## config.mk

```make
export PLATFORM = sky130hd
export DESIGN_NAME = serial_adder
export DESIGN_NICKNAME = d
export VERILOG_FILES = /design/src/rtl/serial_adder_pkg.sv /design/src/rtl/digit_adder.sv /design/src/rtl/serial_adder.sv
export SDC_FILE = /design/constraint.sdc
export NUM_CORES = 1
export LEC_CHECK = 0
export ABC_AREA = 1
export BUFFER_PORTS_ARGS = -buffer_cell sky130_fd_sc_hd__buf_2
export CORE_MARGIN = 3
export CORE_UTILIZATION = 60
export DETAILED_ROUTE_END_ITERATION = 6
export PLACE_DENSITY = 0.8
export SLEW_MARGIN = 20
export SYNTH_ARGS = -nofsm -noshare
export SYNTH_HDL_FRONTEND = slang
export SYNTH_SLANG_ARGS = --single-unit
```

## constraint.sdc

```tcl
create_clock -name clk -period 3.27 [get_ports clk]
set_input_delay 0.654 -clock clk [delete_from_list [all_inputs] [get_ports clk]]
set_output_delay 0.654 -clock clk [all_outputs]
set_load 0.03 [all_outputs]
```

## src/rtl/serial_adder_pkg.sv

```systemverilog
// serial_adder shared definitions.
// State encoding and counter sizing helpers.
package serial_adder_pkg;

  typedef enum logic {
    IDLE = 1'b0,
    RUN  = 1'b1
  } state_e;

  // Ceiling log2 for elaboration-time sizing.
  function automatic int clog2(input int n);
    int r;
    r = 0;
    for (int i = 0; i < 32; i++) begin
      if ((1 << i) < n) r = i + 1;
    end
    return r;
  endfunction

  // Digit counter width; never narrower than one bit.
  function automatic int cnt_width(input int k);
    return (clog2(k) < 1) ? 1 : clog2(k);
  endfunction

endpackage

```

## src/rtl/digit_adder.sv

```systemverilog
// DIGIT-bit combinational ripple adder.
// One full-adder cell per bit.
module digit_adder #(
  parameter int DIGIT = 1
) (
  input  logic [DIGIT-1:0] a,
  input  logic [DIGIT-1:0] b,
  input  logic             ci,
  output logic [DIGIT-1:0] s,
  output logic             co
);

  logic [DIGIT:0] c;

  assign c[0] = ci;

  // Full-adder cell per bit, carry rippling upward.
  for (genvar i = 0; i < DIGIT; i++) begin : g_fa
    assign s[i]   = a[i] ^ b[i] ^ c[i];
    assign c[i+1] = (a[i] & b[i]) | (c[i] & (a[i] ^ b[i]));
  end

  assign co = c[DIGIT];

endmodule

```

## src/rtl/serial_adder.sv

```systemverilog
// Multi-cycle adder, DIGIT bits per clock.
// Start/done handshake, registered carry chain.
module serial_adder
  import serial_adder_pkg::*;
#(
  parameter int WIDTH = 8,
  parameter int DIGIT = 1
) (
  input  logic             clk,
  input  logic             rst,
  input  logic             start,
  input  logic [WIDTH-1:0] x,
  input  logic [WIDTH-1:0] y,
  input  logic             cin,
  output logic             busy,
  output logic             done,
  output logic [WIDTH-1:0] sum,
  output logic             cout
);

  localparam int K  = WIDTH / DIGIT;
  localparam int CW = cnt_width(K);
  localparam logic [CW-1:0] LAST = CW'(K - 1);

  state_e           state_q;
  logic [CW-1:0]    cnt_q;
  logic [WIDTH-1:0] a_q;
  logic [WIDTH-1:0] b_q;
  logic [WIDTH-1:0] ps_q;
  logic             c_q;
  logic [WIDTH-1:0] sum_q;
  logic             cout_q;
  logic             busy_q;
  logic             done_q;

  logic [DIGIT-1:0] ds;
  logic             dco;
  logic [WIDTH-1:0] a_d;
  logic [WIDTH-1:0] b_d;
  logic [WIDTH-1:0] ps_d;

  digit_adder #(
    .DIGIT(DIGIT)
  ) u_digit (
    .a (a_q[DIGIT-1:0]),
    .b (b_q[DIGIT-1:0]),
    .ci(c_q),
    .s (ds),
    .co(dco)
  );

  // Next operand digits and LSB-first partial sum fill.
  assign a_d  = a_q >> DIGIT;
  assign b_d  = b_q >> DIGIT;
  assign ps_d = WIDTH'({ds, ps_q} >> DIGIT);

  // FSM, datapath registers and registered handshake outputs.
  always_ff @(posedge clk or posedge rst) begin
    if (rst) begin
      state_q <= IDLE;
      cnt_q   <= '0;
      a_q     <= '0;
      b_q     <= '0;
      ps_q    <= '0;
      c_q     <= 1'b0;
      sum_q   <= '0;
      cout_q  <= 1'b0;
      busy_q  <= 1'b0;
      done_q  <= 1'b0;
    end else begin
      done_q <= 1'b0;
      unique case (state_q)
        IDLE: begin
          if (start) begin
            a_q     <= x;
            b_q     <= y;
            c_q     <= cin;
            ps_q    <= '0;
            cnt_q   <= '0;
            busy_q  <= 1'b1;
            state_q <= RUN;
          end
        end
        RUN: begin
          a_q   <= a_d;
          b_q   <= b_d;
          c_q   <= dco;
          ps_q  <= ps_d;
          cnt_q <= cnt_q + CW'(1);
          if (cnt_q == LAST) begin
            sum_q   <= ps_d;
            cout_q  <= dco;
            done_q  <= 1'b1;
            busy_q  <= 1'b0;
            state_q <= IDLE;
          end
        end
      endcase
    end
  end

  assign busy = busy_q;
  assign done = done_q;
  assign sum  = sum_q;
  assign cout = cout_q;

endmodule

```

Word-level counts from Yosys, hierarchy flattened. Index checks and enable logic that the tools add are counted.

Flip-flop bits (word level): 69. Input bits: 20. Output and inout port bits: 11.

$add $sub $neg: 1. Equal/unequal tests: 3. Multiplexer cells: 18. Bitwise logic cells: 6. Reduce and logical (&&, ||, !) cells: 2.

Operators by type and width (count): one-hot mux 32 bit (2 select lines) (1); one-hot mux 8 bit (2 select lines) (3); adder 32 x 1 -> 32 bit, second input constant (1); == test 32 x 3 -> 1 bit, second input constant (1); two-way mux 32 bit (1); two-way mux 8 bit (3); two-way mux 1 bit (7); one-hot mux 1 bit (2 select lines) (3); AND reduction 2 bit (2); AND 1 bit (2); != test 2 x 1 -> 1 bit, second input constant (1); != test 2 bit, second input constant (1); bitwise XOR 1 bit (2); NOT 1 bit (1); OR 1 bit (1).

Depth between registers and ports, before layout. Gate-level depths: netlist of run 1.

Word-level depth: 4. Gate-level depth with buffers: 9. Gate-level depth less buffers: 9.

Hierarchy. Synthesis of run 1 repeated with hierarchy kept, for this count alone.

Cell total of the unflattened synthesis: 486. Area, all modules: 3544.6 µm².

Modules (own cells, without submodules): serial_adder (instances 1, cells each 485, area an instance 3524.6 µm², seq. area each 1701.6 µm²); digit_adder (instances 1, cells each 1, area an instance 20.0 µm², seq. area each 0.0 µm²).

Worst setup path after synthesis of run 1. No wires, ideal clock.

Kind: reg2reg. Start: register cnt_q[0]. End: register state_q. Arrival: 1.213 ns. Required time: 3.139 ns. Slack: 1.926 ns. Stages on the path, launching flop included: 9. Buffers on the path: 0. Period minus slack after synthesis: 1.344 ns. Path through: dfrtp_1 > ha_1 > nand2_1 > clkinv_1 > nand4_2 > nor2_4 > nand2_4 > inv_2 > nor2_1.

Cells in the longest elaborated chain, start to end: 3.

RTL lines: start: declaration (line serial_adder.sv:26) `logic [CW-1:0] cnt_q;`; start signal: assignment (line serial_adder.sv:89) `cnt_q <= cnt_q + CW'(1);`; == test 32 x 3 -> 1 bit (line serial_adder.sv:90) `if (cnt_q == LAST) begin`; two-way mux 1 bit (line serial_adder.sv:90); one-hot mux 1 bit (2 select lines) (line serial_adder.sv:72) `unique case (state_q)`; end signal: assignment (line serial_adder.sv:60) `state_q <= IDLE;`; end signal: assignment (line serial_adder.sv:81) `state_q <= RUN;`; end signal: assignment (line serial_adder.sv:95) `state_q <= IDLE;`; end: declaration (line serial_adder.sv:25) `state_e state_q;`.

No other way between the ends. A chain may end at the register's enable or synchronous reset.

Final worst setup path of run 1.
Start: register state_q. End: register cnt_q[23].

Cells in the longest elaborated chain, start to end: 2. Elaborated cells on any way between the ends: 3. Classes of those cells: eq/ne: 1; mux: 1; bitwise: 1.

RTL lines: NOT 1 bit; one-hot mux 32 bit (2 select lines) or != test 2 bit (tied branches).

Several ways; a longest one is shown, not always the timed one.

==> results of run 1 <==
==> power groups by stage <==
stage,registers (W),clock network (W),logic [W]
floorplan,0.00106,0,0.000333
global placement,0.00110,0,0.000400
detailed placement,0.00110,0,0.000416
CTS,0.00109,0.000776,0.000418
global route,0.00111,0.000820,0.000482
finish,0.00109,0.000771,0.000418
==> metal layers <==
metal | global-route usage | share of wire
met1 | 0.357 | 0.47
met2 | 0.372 | 0.45
met3 | 0.0407 | 0.065
met4 | 0.0760 | 0.015
met5 | 0 | 0
==> sequential cells by signal (all words and copies together) (netlist names) <==
name	flops
cnt_q	32
ps_q	7
sum	8
cout	1
c_q	1
a_q	8
busy	1
b_q	8
done	1
state_q	1
==> cells in the final DEF, fill, tap and decap left out, types with 8 or more instances in the layout <==
master and instances:
sky130_fd_sc_hd__nor2_4 8, sky130_fd_sc_hd__inv_1 47, sky130_fd_sc_hd__dfrtp_1 68, sky130_fd_sc_hd__clkbuf_8 10
sky130_fd_sc_hd__buf_2 30, sky130_fd_sc_hd__o21ai_0 10, sky130_fd_sc_hd__nand4_1 11, sky130_fd_sc_hd__nand3_1 44
sky130_fd_sc_hd__nor2_2 10, sky130_fd_sc_hd__o21ai_1 12, sky130_fd_sc_hd__nor2_1 64, sky130_fd_sc_hd__nand2_1 146
==> cell families after synthesis <==
family | count (synthesis) | share of synthesized area
DFF | 68 | 0.473
adders and majority gates | 2 | 0.00904
and+or+nand+nor | 298 | 0.376
buffers and inverters | 67 | 0.0748
AOI/OAI and AO/OA | 41 | 0.0678
==> through the flow <==
| step | util | cell area, sq um | worst slack (ps) |
|---|---|---|---|
| after global placement | 0.675 | 3810 | 1340 |
| after global routing | 0.713 | 4020 | 1120 |
| after CTS | 0.713 | 4020 | 1270 |
| final | 0.713 | 4020 | 1290 |
| after floorplan | - | 3600 | 904 |
| after detailed placement | 0.675 | 3810 | 1260 |
==> layout make-up <==
cell class              instances  area [sq um]
fillers                       473          1620
well taps                      72          90.1
repair buffers                 32           165
flip-flops and latches         68          1700
multi-input cells             341          1630
clock inverters                 4          73.8
inverters                      58           223
clock buffers                  11           141
==> worst min path at each step <==
stage | start | end | slack (ps) | cells past startpoint
finish | rst | cnt_q[4] | 410 | 2
CTS | rst | cnt_q[4] | 430 | 2
detailed placement | sum[7] | sum[7] | 450 | 2
global route | rst | cnt_q[4] | 480 | 2
floorplan | b_q[7] | b_q[7] | 450 | 2
global placement | sum[1] | sum[1] | 450 | 2
==> metrics.txt, run 1 <==
# TYPE chip_impl_metric gauge
chip_impl_info{name="grt_setup_unrepaired",value="false"} 1
chip_impl_metric{name="clock_tree.buffer_depth",unit=""} 2
chip_impl_metric{name="worstSkewPairLatency",unit="ps"} 340
chip_impl_metric{name="numPortBuffers",unit=""} 30
chip_impl_metric{name="slew_at_the_pin_closest_to_its_max_slew_limit",unit="ps"} 683
chip_impl_metric{name="setup_tns",unit="ps"} 0
chip_impl_metric{name="nets",unit=""} 532
chip_impl_metric{name="drive_above_1_share",unit=""} 0.158
chip_impl_metric{name="wl_per_cell",unit="um"} 13.5
chip_impl_metric{name="avgSynthCellArea",unit="sq um"} 7.56
chip_impl_metric{name="dr.first_iter.drc_count",unit=""} 271
chip_impl_metric{name="critPathMaxFanout",unit=""} 31
chip_impl_metric{name="grt_start_max_net_pins",unit=""} 35
chip_impl_metric{name="drt.antenna.violating_nets",unit=""} 0
chip_impl_metric{name="cp_num_buf_inv",unit=""} 2
chip_impl_metric{name="finalHoldWorstSlack",unit="ps"} 410
chip_impl_metric{name="grt_first_pass_wirelength",unit="mm"} 13.8
chip_impl_metric{name="ir_worst_vdd",unit="V"} 0.000336
chip_impl_metric{name="ios",unit=""} 31
chip_impl_metric{name="initial_utilization",unit=""} 0.638
chip_impl_metric{name="clock.fmax",unit="MHz"} 505
chip_impl_metric{name="finalWorstPathRequiredPeriod",unit="ps"} 1980
chip_impl_metric{name="power_leakage",unit="nW"} 2.01
chip_impl_metric{name="drv_slew",unit=""} 0
chip_impl_metric{name="synthesis.area",unit="sq um"} 3600
chip_impl_metric{name="cp.required",unit="ps"} 3500
chip_impl_info{name="post-synth-top-count-cell",value="sky130_fd_sc_hd__nand2_1"} 1
chip_impl_metric{name="number_of_antenna_violations_at_the_first_check_in_global_routing",unit=""} 0
chip_impl_metric{name="floorplan.rows",unit=""} 27
chip_impl_metric{name="route.final.wire_length",unit="mm"} 7.92
chip_impl_info{name="yosysTopAreaCell",value="sky130_fd_sc_hd__dfrtp_1"} 1
chip_impl_metric{name="cts.sink_count",unit=""} 68
chip_impl_info{name="cts_tree",value="done"} 1
chip_impl_info{name="status",value="complete, no violations"} 1
chip_impl_metric{name="max_cap_viol_count",unit=""} 0
chip_impl_metric{name="crit_path_max_incr_delay",unit="ps"} 630
chip_impl_metric{name="switching_share_of_power",unit=""} 0.329
chip_impl_metric{name="place_hpwl",unit="mm"} 5.69
chip_impl_info{name="synthFlopType",value="sky130_fd_sc_hd__dfrtp_1"} 1
chip_impl_metric{name="drtPass1Iterations",unit=""} 5
chip_impl_metric{name="groute.usage.overall",unit=""} 0.244
chip_impl_metric{name="place_inst",unit=""} 571
chip_impl_metric{name="clk_pin_slew_worst_paths",unit="ps"} 70
chip_impl_info{name="critical_path.startpoint_type",value="register"} 1
chip_impl_metric{name="num_antenna_cells",unit=""} 0
chip_impl_metric{name="cp_data_arrival_time",unit="ps"} 2210
chip_impl_info{name="critical-path-top-delay-family",value="buffers and inverters"} 1
chip_impl_metric{name="net-switching-power",unit="W"} 0.000750
chip_impl_info{name="netlist_top_cells_area",value="sky130_fd_sc_hd__dfrtp_1 (47%), sky130_fd_sc_hd__nand2_1 (15%), sky130_fd_sc_hd__nor2_1 (6.7%)"} 1
chip_impl_metric{name="total_power",unit="W"} 0.00228
chip_impl_metric{name="min_period_over_period",unit=""} 0.605
chip_impl_metric{name="via_count_of_the_first_global_routing_pass",unit=""} 2896
chip_impl_metric{name="power-per-cell-area",unit="nW/um^2"} 567
chip_impl_info{name="regToRegStartpoint",value="state_q"} 1
chip_impl_metric{name="cts_resized",unit=""} 0
chip_impl_metric{name="vias",unit=""} 3167
chip_impl_metric{name="clock_buffer_count_from_cts",unit=""} 9
chip_impl_metric{name="die_y",unit="um"} 83.4
chip_impl_info{name="hold_path.class",value="in2async"} 1
chip_impl_metric{name="syn_to_final_growth",unit="%"} 11.8
chip_impl_metric{name="dieArea",unit="sq um"} 6960
chip_impl_metric{name="setup-violations-final",unit=""} 0
chip_impl_metric{name="power.share.combinational",unit=""} 0.183
chip_impl_metric{name="globalplace.congestion",unit=""} 0.917
chip_impl_metric{name="floorplan.core_area",unit="sq um"} 5640
chip_impl_metric{name="finClkSkew",unit="ps"} 7.11
chip_impl_info{name="worstSetupStartpoint",value="state_q"} 1
chip_impl_metric{name="synth_edf_count",unit=""} 0
chip_impl_metric{name="finalNonFillerCells",unit=""} 586
chip_impl_metric{name="route.detailed.vias_per_inst",unit=""} 5.40
chip_impl_metric{name="yosysSeqAreaShare",unit=""} 0.473
chip_impl_metric{name="relative_slew_slack",unit=""} 0.544
chip_impl_info{name="worstReg2RegEnd",value="cnt_q[23]"} 1
chip_impl_metric{name="synth.lib_cells_used.distinct",unit=""} 34
chip_impl_metric{name="yosysWarningCount",unit=""} 0
chip_impl_metric{name="clock_power_share",unit=""} 0.338
chip_impl_info{name="critical_path.cell_chain",value="inv_6 > nand2_2 > inv_2 > nor2_1 > nand2_1 > o21ai_1"} 1
chip_impl_info{name="critPathCaptureType",value="register"} 1
chip_impl_metric{name="postSynthCellCount",unit=""} 476
chip_impl_metric{name="grt_remaining_overflow",unit=""} 0
chip_impl_metric{name="setup.reg_to_reg.worst_slack",unit="ps"} 1290
chip_impl_metric{name="die_width",unit="um"} 83.4
chip_impl_metric{name="reg2regPathDepth",unit=""} 6
chip_impl_info{name="synth.cells.most_frequent",value="sky130_fd_sc_hd__nand2_1 (146), sky130_fd_sc_hd__dfrtp_1 (68), sky130_fd_sc_hd__nor2_1 (64), sky130_fd_sc_hd__inv_1 (48), sky130_fd_sc_hd__nand3_1 (44)"} 1
chip_impl_info{name="cpMaxStageDelayCell",value="sky130_fd_sc_hd__dfrtp_1"} 1
chip_impl_metric{name="route.detailed.drc",unit=""} 0
chip_impl_metric{name="htree_num_levels",unit=""} 3
chip_impl_metric{name="power.internal",unit="W"} 0.00153
chip_impl_metric{name="worst-path-stages",unit=""} 6
chip_impl_metric{name="async_flop_share",unit=""} 1.00
chip_impl_metric{name="number_of_setup_buffers_added_after_cts",unit=""} 0
chip_impl_metric{name="synth_largest_type_area_fraction",unit=""} 0.473
chip_impl_metric{name="ys_seq_elements",unit=""} 68
chip_impl_info{name="setup.worst_path.class",value="reg2reg"} 1
chip_impl_metric{name="synth.net_count",unit=""} 498
chip_impl_metric{name="finalHoldViolCount",unit=""} 0
chip_impl_metric{name="power.share.sequential",unit=""} 0.479
chip_impl_metric{name="hold_fix_buffers_at_cts",unit=""} 0
chip_impl_info{name="destination_of_the_critical_timing_path",value="cnt_q[23]"} 1
chip_impl_info{name="ctsRootBufferMaster",value="sky130_fd_sc_hd__clkbuf_8"} 1
Note: power is estimated with default switching activity, not from simulation.
==> run 2, diff against run 1 <==
- CORE_UTILIZATION: 60 -> 54
- PLACE_DENSITY: 0.8 -> 0.76
- clock period: 3.27 -> 1.8 ns (I/O delays scaled with it)
==> run 2 against run 1 <==
Compared with the run above:
- routed wire length grew 8.3%
- largest power group unchanged
- setup slack lost 1100 ps
- clock power grew 82%
- global-route usage grew 0.36 points
- hold slack lost 370 ps
- highest routed layer unchanged
- cell area grew 2.2%
- flip-flop and latch count is the same
- critical path type unchanged
- core utilization shrank 6.9 points
- combinational power grew 89%
- non-clock buffer count grew 7
==> metrics.txt, run 2 (synthesized netlist as in run 1, its figures left out) <==
# TYPE chip_impl_metric gauge
chip_impl_info{name="status",value="complete, no violations"} 1
chip_impl_info{name="timing.critical_path.mode_cell",value="sky130_fd_sc_hd__nand2_1"} 1
chip_impl_metric{name="hold_fix_buffers_at_cts",unit=""} 0
chip_impl_info{name="critical_path.cell_chain",value="ha_1 > nand2_1 > clkinv_1 > nand4_2 > nor2_4 > nand2_4 > nand2_1 > nand2_1"} 1
chip_impl_info{name="layout.cells.most_common_list",value="sky130_fd_sc_hd__nand2_1 (146), sky130_fd_sc_hd__dfrtp_1 (68), sky130_fd_sc_hd__nor2_1 (64)"} 1
chip_impl_metric{name="grt_start_max_net_pins",unit=""} 35
chip_impl_metric{name="wl_per_cell",unit="um"} 14.3
chip_impl_metric{name="number_of_setup_buffers_added_after_cts",unit=""} 0
chip_impl_metric{name="worstSkewPairLatency",unit="ps"} 340
chip_impl_metric{name="drt.antenna.violating_nets",unit=""} 0
chip_impl_metric{name="power_leakage",unit="nW"} 2.05
chip_impl_info{name="cts_tree",value="done"} 1
chip_impl_metric{name="setup-violations-final",unit=""} 0
chip_impl_metric{name="route.detailed.vias_per_inst",unit=""} 5.37
chip_impl_metric{name="die_y",unit="um"} 87.6
chip_impl_metric{name="dieArea",unit="sq um"} 7680
chip_impl_info{name="grt_setup_unrepaired",value="false"} 1
chip_impl_metric{name="cts.sink_count",unit=""} 68
chip_impl_metric{name="grt_remaining_overflow",unit=""} 0
chip_impl_info{name="hold_path.class",value="in2async"} 1
chip_impl_metric{name="clock_tree.buffer_depth",unit=""} 2
chip_impl_metric{name="drv_slew",unit=""} 0
chip_impl_metric{name="clock_buffer_count_from_cts",unit=""} 9
chip_impl_metric{name="num_antenna_cells",unit=""} 0
chip_impl_metric{name="initial_utilization",unit=""} 0.563
chip_impl_metric{name="globalplace.congestion",unit=""} 0.964
chip_impl_metric{name="final_area",unit="sq um"} 4110
chip_impl_metric{name="syn_to_final_growth",unit="%"} 14.2
chip_impl_info{name="critical_path.startpoint_type",value="register"} 1
chip_impl_metric{name="drtPass1Iterations",unit=""} 5
chip_impl_metric{name="crit_path_max_incr_delay",unit="ps"} 410
chip_impl_metric{name="cp_data_arrival_time",unit="ps"} 1840
chip_impl_metric{name="slew_at_the_pin_closest_to_its_max_slew_limit",unit="ps"} 500
chip_impl_metric{name="clock.fmax",unit="MHz"} 623
chip_impl_info{name="critPathCaptureType",value="register"} 1
chip_impl_metric{name="ios",unit=""} 31
chip_impl_metric{name="dr.first_iter.drc_count",unit=""} 210
chip_impl_metric{name="ir_worst_vdd",unit="V"} 0.000781
chip_impl_info{name="setup.worst_path.class",value="reg2reg"} 1
chip_impl_metric{name="finClkSkew",unit="ps"} 6.18
chip_impl_metric{name="max_cap_viol_count",unit=""} 0
chip_impl_metric{name="cp.required",unit="ps"} 2030
chip_impl_metric{name="via_count_of_the_first_global_routing_pass",unit=""} 3067
chip_impl_metric{name="route.final.wire_length",unit="mm"} 8.57
chip_impl_metric{name="cts_resized",unit=""} 0
chip_impl_metric{name="route.detailed.drc",unit=""} 0
chip_impl_metric{name="floorplan.rows",unit=""} 29
chip_impl_metric{name="relative_slew_slack",unit=""} 0.666
chip_impl_metric{name="preCtsSetupSlack",unit="ps"} 221
chip_impl_metric{name="htree_num_levels",unit=""} 3
chip_impl_metric{name="setup_tns",unit="ps"} 0
chip_impl_metric{name="largest_register_ff_count",unit=""} 32
chip_impl_metric{name="final_core_util",unit=""} 0.644
chip_impl_metric{name="drive_above_1_share",unit=""} 0.169
chip_impl_metric{name="place_hpwl",unit="mm"} 6.24
chip_impl_metric{name="power-per-cell-area",unit="nW/um^2"} 1010
chip_impl_metric{name="numPortBuffers",unit=""} 30
chip_impl_metric{name="critPathMaxFanout",unit=""} 10
chip_impl_metric{name="finalWorstPathRequiredPeriod",unit="ps"} 1600
chip_impl_metric{name="die_width",unit="um"} 87.6
chip_impl_metric{name="finalHoldViolCount",unit=""} 0
chip_impl_metric{name="number_of_antenna_violations_at_the_first_check_in_global_routing",unit=""} 0
chip_impl_metric{name="floorplan.core_area",unit="sq um"} 6390
chip_impl_metric{name="vias",unit=""} 3214
chip_impl_info{name="largest-register",value="cnt_q"} 1
chip_impl_info{name="cpMaxStageDelayCell",value="sky130_fd_sc_hd__dfrtp_1"} 1
chip_impl_metric{name="dpl-instance-area",unit="sq um"} 3890
chip_impl_metric{name="clk_pin_slew_worst_paths",unit="ps"} 70
chip_impl_metric{name="nets",unit=""} 539
chip_impl_info{name="layout_commonest_cell",value="sky130_fd_sc_hd__nand2_1"} 1
chip_impl_metric{name="grt_first_pass_wirelength",unit="mm"} 14.7
chip_impl_info{name="ctsRootBufferMaster",value="sky130_fd_sc_hd__clkbuf_8"} 1
chip_impl_metric{name="min_period_over_period",unit=""} 0.892
chip_impl_metric{name="groute.usage.overall",unit=""} 0.247
chip_impl_metric{name="final_critical_path_setup_slack",unit="ps"} 195
==> run 2: metrics by stage <==
stage                     hold WS, ps  cells  power (W)
after floorplan                   450    476    0.00253
after global placement            418    583    0.00274
after detailed placement          424    583    0.00277
after CTS                        53.9    598    0.00417
after global routing             74.5    598    0.00440
final                            40.0    598    0.00416
==> run 2: metal layers <==
metal / vias to the layer above / track usage / wire (um) / part of all wire
li1: 1599 / - / - / -
met3: 16 / 0.0574 / 523 / 0.061
met2: 103 / 0.379 / 3890 / 0.45
met5: - / 0 / 0 / 0
met1: 1496 / 0.344 / 3970 / 0.46
met4: 0 / 0.0879 / 190 / 0.022
==> run 2: area by class of cell <==
class                   count  area [sq um]
clock buffers              11           141
fillers                   574          2280
clock inverters             4          73.8
inverters                  58           226
repair buffers             39           243
flip-flops and latches     68          1700
multi-input cells         341          1630
well taps                  77          96.3
==> run 2: path summary, 6_finish.rpt <==
check | from | end | slack (ps) | depth (start not counted)
max | cnt_q[0] | sum[0] | 200 | 8
min | rst | sum[5] | 40 | 2
max reg2reg | cnt_q[0] | sum[0] | 200 | 8
min reg2reg | sum[3] | sum[3] | 470 | 2
max in group asynchronous | rst | cnt_q[13] | 1210 | 3
min in group clk | x[3] | a_q[3] | 210 | 3
==> run 2: worst max-delay path, delay by kind of cell, from the launching register on <==
family | cells | cell delay, ps
AND/OR/NAND/NOR | 6 | 800
flip-flops | 1 | 410
adder cells (fa/ha/maj) | 1 | 210
buffers and inverters | 1 | 80
==> run 2: report_power, final <==
group | internal, W | total, W | switching (W)
Clock | 0.000811 | 0.00140 | 0.000588
Combinational | 0.000281 | 0.000789 | 0.000508
Sequential | 0.00170 | 0.00197 | 0.000265
==> run 3, diff against run 2 <==
- CORE_MARGIN: 3 -> 1.5
- CORE_UTILIZATION: 54 -> 51
- PLACE_DENSITY: 0.76 -> 0.73
==> run 3 against run 2 <==
Compared with the run above:
- flip-flop and latch count did not move
- critical path depth is the same
- hold slack got worse by 36 ps
- critical path type unchanged
- largest power group unchanged
==> metrics.txt, run 3 (synthesized netlist as in run 1, its figures left out) <==
# TYPE chip_impl_metric gauge
chip_impl_metric{name="slew_at_the_pin_closest_to_its_max_slew_limit",unit="ps"} 423
chip_impl_metric{name="relative_slew_slack",unit=""} 0.718
chip_impl_metric{name="nets",unit=""} 537
chip_impl_info{name="critPathCaptureType",value="register"} 1
chip_impl_metric{name="syn_to_final_growth",unit="%"} 15.3
chip_impl_metric{name="grt_remaining_overflow",unit=""} 0
chip_impl_metric{name="max_cap_viol_count",unit=""} 0
chip_impl_metric{name="htree_num_levels",unit=""} 3
chip_impl_metric{name="cp_data_arrival_time",unit="ps"} 1860
chip_impl_metric{name="via_count_of_the_first_global_routing_pass",unit=""} 2946
chip_impl_metric{name="numPortBuffers",unit=""} 30
chip_impl_info{name="layout.cells.most_common_list",value="sky130_fd_sc_hd__nand2_1 (146), sky130_fd_sc_hd__dfrtp_1 (68), sky130_fd_sc_hd__nor2_1 (64)"} 1
chip_impl_metric{name="largest_register_ff_count",unit=""} 32
chip_impl_metric{name="number_of_setup_buffers_added_after_cts",unit=""} 0
chip_impl_info{name="cts_tree",value="done"} 1
chip_impl_metric{name="clock.fmax",unit="MHz"} 615
chip_impl_metric{name="crit_path_max_incr_delay",unit="ps"} 410
chip_impl_info{name="status",value="complete, no violations"} 1
chip_impl_metric{name="ir_worst_vdd",unit="V"} 0.000518
chip_impl_metric{name="route.detailed.drc",unit=""} 0
chip_impl_info{name="ctsRootBufferMaster",value="sky130_fd_sc_hd__clkbuf_8"} 1
chip_impl_metric{name="route.final.wire_length",unit="mm"} 8.24
chip_impl_metric{name="wl_per_cell",unit="um"} 13.4
chip_impl_metric{name="finClkSkew",unit="ps"} 10.9
chip_impl_metric{name="drive_above_1_share",unit=""} 0.169
chip_impl_metric{name="dieArea",unit="sq um"} 7570
chip_impl_metric{name="die_width",unit="um"} 87
chip_impl_metric{name="clock_buffer_count_from_cts",unit=""} 9
chip_impl_metric{name="setup_tns",unit="ps"} 0
chip_impl_metric{name="place_hpwl",unit="mm"} 5.87
chip_impl_metric{name="finalHoldViolCount",unit=""} 0
chip_impl_metric{name="total_power",unit="W"} 0.00437
chip_impl_info{name="largest-register",value="cnt_q"} 1
chip_impl_metric{name="num_antenna_cells",unit=""} 0
chip_impl_metric{name="power-per-cell-area",unit="nW/um^2"} 1050
chip_impl_metric{name="ios",unit=""} 31
chip_impl_metric{name="clk_pin_slew_worst_paths",unit="ps"} 80
chip_impl_metric{name="grt_first_pass_wirelength",unit="mm"} 13.9
chip_impl_metric{name="hold_fix_buffers_at_cts",unit=""} 0
chip_impl_metric{name="power_leakage",unit="nW"} 2.06
chip_impl_metric{name="worstSkewPairLatency",unit="ps"} 350
chip_impl_metric{name="vias",unit=""} 3153
chip_impl_metric{name="die_y",unit="um"} 87
chip_impl_metric{name="finalNonFillerCells",unit=""} 616
chip_impl_metric{name="drtPass1Iterations",unit=""} 5
chip_impl_metric{name="finalWorstPathRequiredPeriod",unit="ps"} 1630
chip_impl_metric{name="floorplan.core_area",unit="sq um"} 6790
chip_impl_metric{name="cts.sink_count",unit=""} 68
chip_impl_metric{name="floorplan.rows",unit=""} 30
chip_impl_info{name="hold_path.class",value="in2async"} 1
chip_impl_metric{name="cp_num_buf_inv",unit=""} 2
chip_impl_metric{name="place_inst",unit=""} 600
chip_impl_info{name="critical_path.cell_chain",value="ha_1 > nand2_1 > clkinv_1 > nand4_2 > nor2_4 > nand2_4 > inv_2 > nor2_1"} 1
chip_impl_info{name="critical_path.startpoint_type",value="register"} 1
chip_impl_metric{name="cts_resized",unit=""} 0
chip_impl_info{name="setup.worst_path.class",value="reg2reg"} 1
chip_impl_metric{name="globalplace.congestion",unit=""} 0.940
chip_impl_info{name="layout_commonest_cell",value="sky130_fd_sc_hd__nand2_1"} 1
chip_impl_metric{name="min_period_over_period",unit=""} 0.903
chip_impl_metric{name="clock_tree.buffer_depth",unit=""} 2
chip_impl_metric{name="groute.usage.overall",unit=""} 0.238
chip_impl_metric{name="number_of_antenna_violations_at_the_first_check_in_global_routing",unit=""} 0
chip_impl_metric{name="setup-violations-final",unit=""} 0
chip_impl_metric{name="drt.antenna.violating_nets",unit=""} 0
chip_impl_metric{name="finalHoldWorstSlack",unit="ps"} 4.46
chip_impl_metric{name="critPathMaxFanout",unit=""} 10
chip_impl_info{name="critical-path-top-delay-family",value="simple AND/OR/NAND/NOR gates"} 1
chip_impl_metric{name="initial_utilization",unit=""} 0.530
chip_impl_metric{name="grt_start_max_net_pins",unit=""} 53
chip_impl_metric{name="dr.first_iter.drc_count",unit=""} 214
chip_impl_info{name="grt_setup_unrepaired",value="false"} 1
chip_impl_info{name="cpMaxStageDelayCell",value="sky130_fd_sc_hd__dfrtp_1"} 1
chip_impl_metric{name="route.detailed.vias_per_inst",unit=""} 5.12
chip_impl_metric{name="drv_slew",unit=""} 0
chip_impl_metric{name="cp.required",unit="ps"} 2040
-- run 3: changes by cell type in the layout (fill, tap and decap cells not counted) --
cell                         before  now
sky130_fd_sc_hd__buf_12           2    1
sky130_fd_sc_hd__buf_4            7    6
sky130_fd_sc_hd__bufinv_16        2    3
sky130_fd_sc_hd__clkbuf_1         1    0
sky130_fd_sc_hd__clkbuf_8        10   11
sky130_fd_sc_hd__clkinv_2         1    0
sky130_fd_sc_hd__clkinv_4         1    0
sky130_fd_sc_hd__clkinvlp_4       1    2
sky130_fd_sc_hd__inv_6            1    2
-- run 3: power breakdown --
part / leakage (nW) / switching [W] / internal [W]
clock network: 0.126 / 0.000623 / 0.00100
registers: 0.863 / 0.000274 / 0.00170
logic: 1.07 / 0.000497 / 0.000269
total: 2.06 / 0.00139 / 0.00297
-- run 3: metrics by stage --
stage	utilization	instance area, sq um	setup slack, ps
floorplan	-	3600	456
global placement	0.573	3890	247
detailed placement	0.573	3890	187
CTS	0.611	4150	169
global route	0.611	4150	43.0
finish	0.611	4150	175
-- run 3: area by class of cell --
cell class / instances / area [sq um]
Clock buffer: 11 / 151
Clock inverter: 5 / 106
Fill cell: 605 / 2650
Inverter: 58 / 226
Multi-Input combinational cell: 341 / 1630
Sequential cell: 68 / 1700
Tap cell: 96 / 120
Timing Repair Buffer: 37 / 215
-- run 3: worst paths after layout --
kind,slack (ps),endpoint,start,depth (start not counted)
max,170,busy,cnt_q[0],8
min,4,cnt_q[4],rst,2
max reg2reg,170,busy,cnt_q[0],8
min reg2reg,470,sum[4],sum[4],2
max in group asynchronous,1200,cnt_q[28],rst,3
min in group clk,210,b_q[7],y[7],3
-- run 3: layer usage --
| layer | GRT usage | up-vias | share of wire |
|---|---|---|---|
| met5 | 0 | - | 0 |
| met4 | 0.0924 | 0 | 0.019 |
| met3 | 0.0445 | 16 | 0.052 |
| met2 | 0.355 | 92 | 0.45 |
| met1 | 0.343 | 1456 | 0.48 |
| li1 | - | 1589 | - |
-- run 3: worst register-to-register path: stages, from the launching register on --
cell                       delay (ps)
sky130_fd_sc_hd__dfrtp_1          410
sky130_fd_sc_hd__ha_1             210
sky130_fd_sc_hd__nand2_1          100
sky130_fd_sc_hd__clkinv_1          90
sky130_fd_sc_hd__nand4_2           90
sky130_fd_sc_hd__nor2_4           300
sky130_fd_sc_hd__nand2_4          160
sky130_fd_sc_hd__inv_2            110
sky130_fd_sc_hd__nor2_1            50
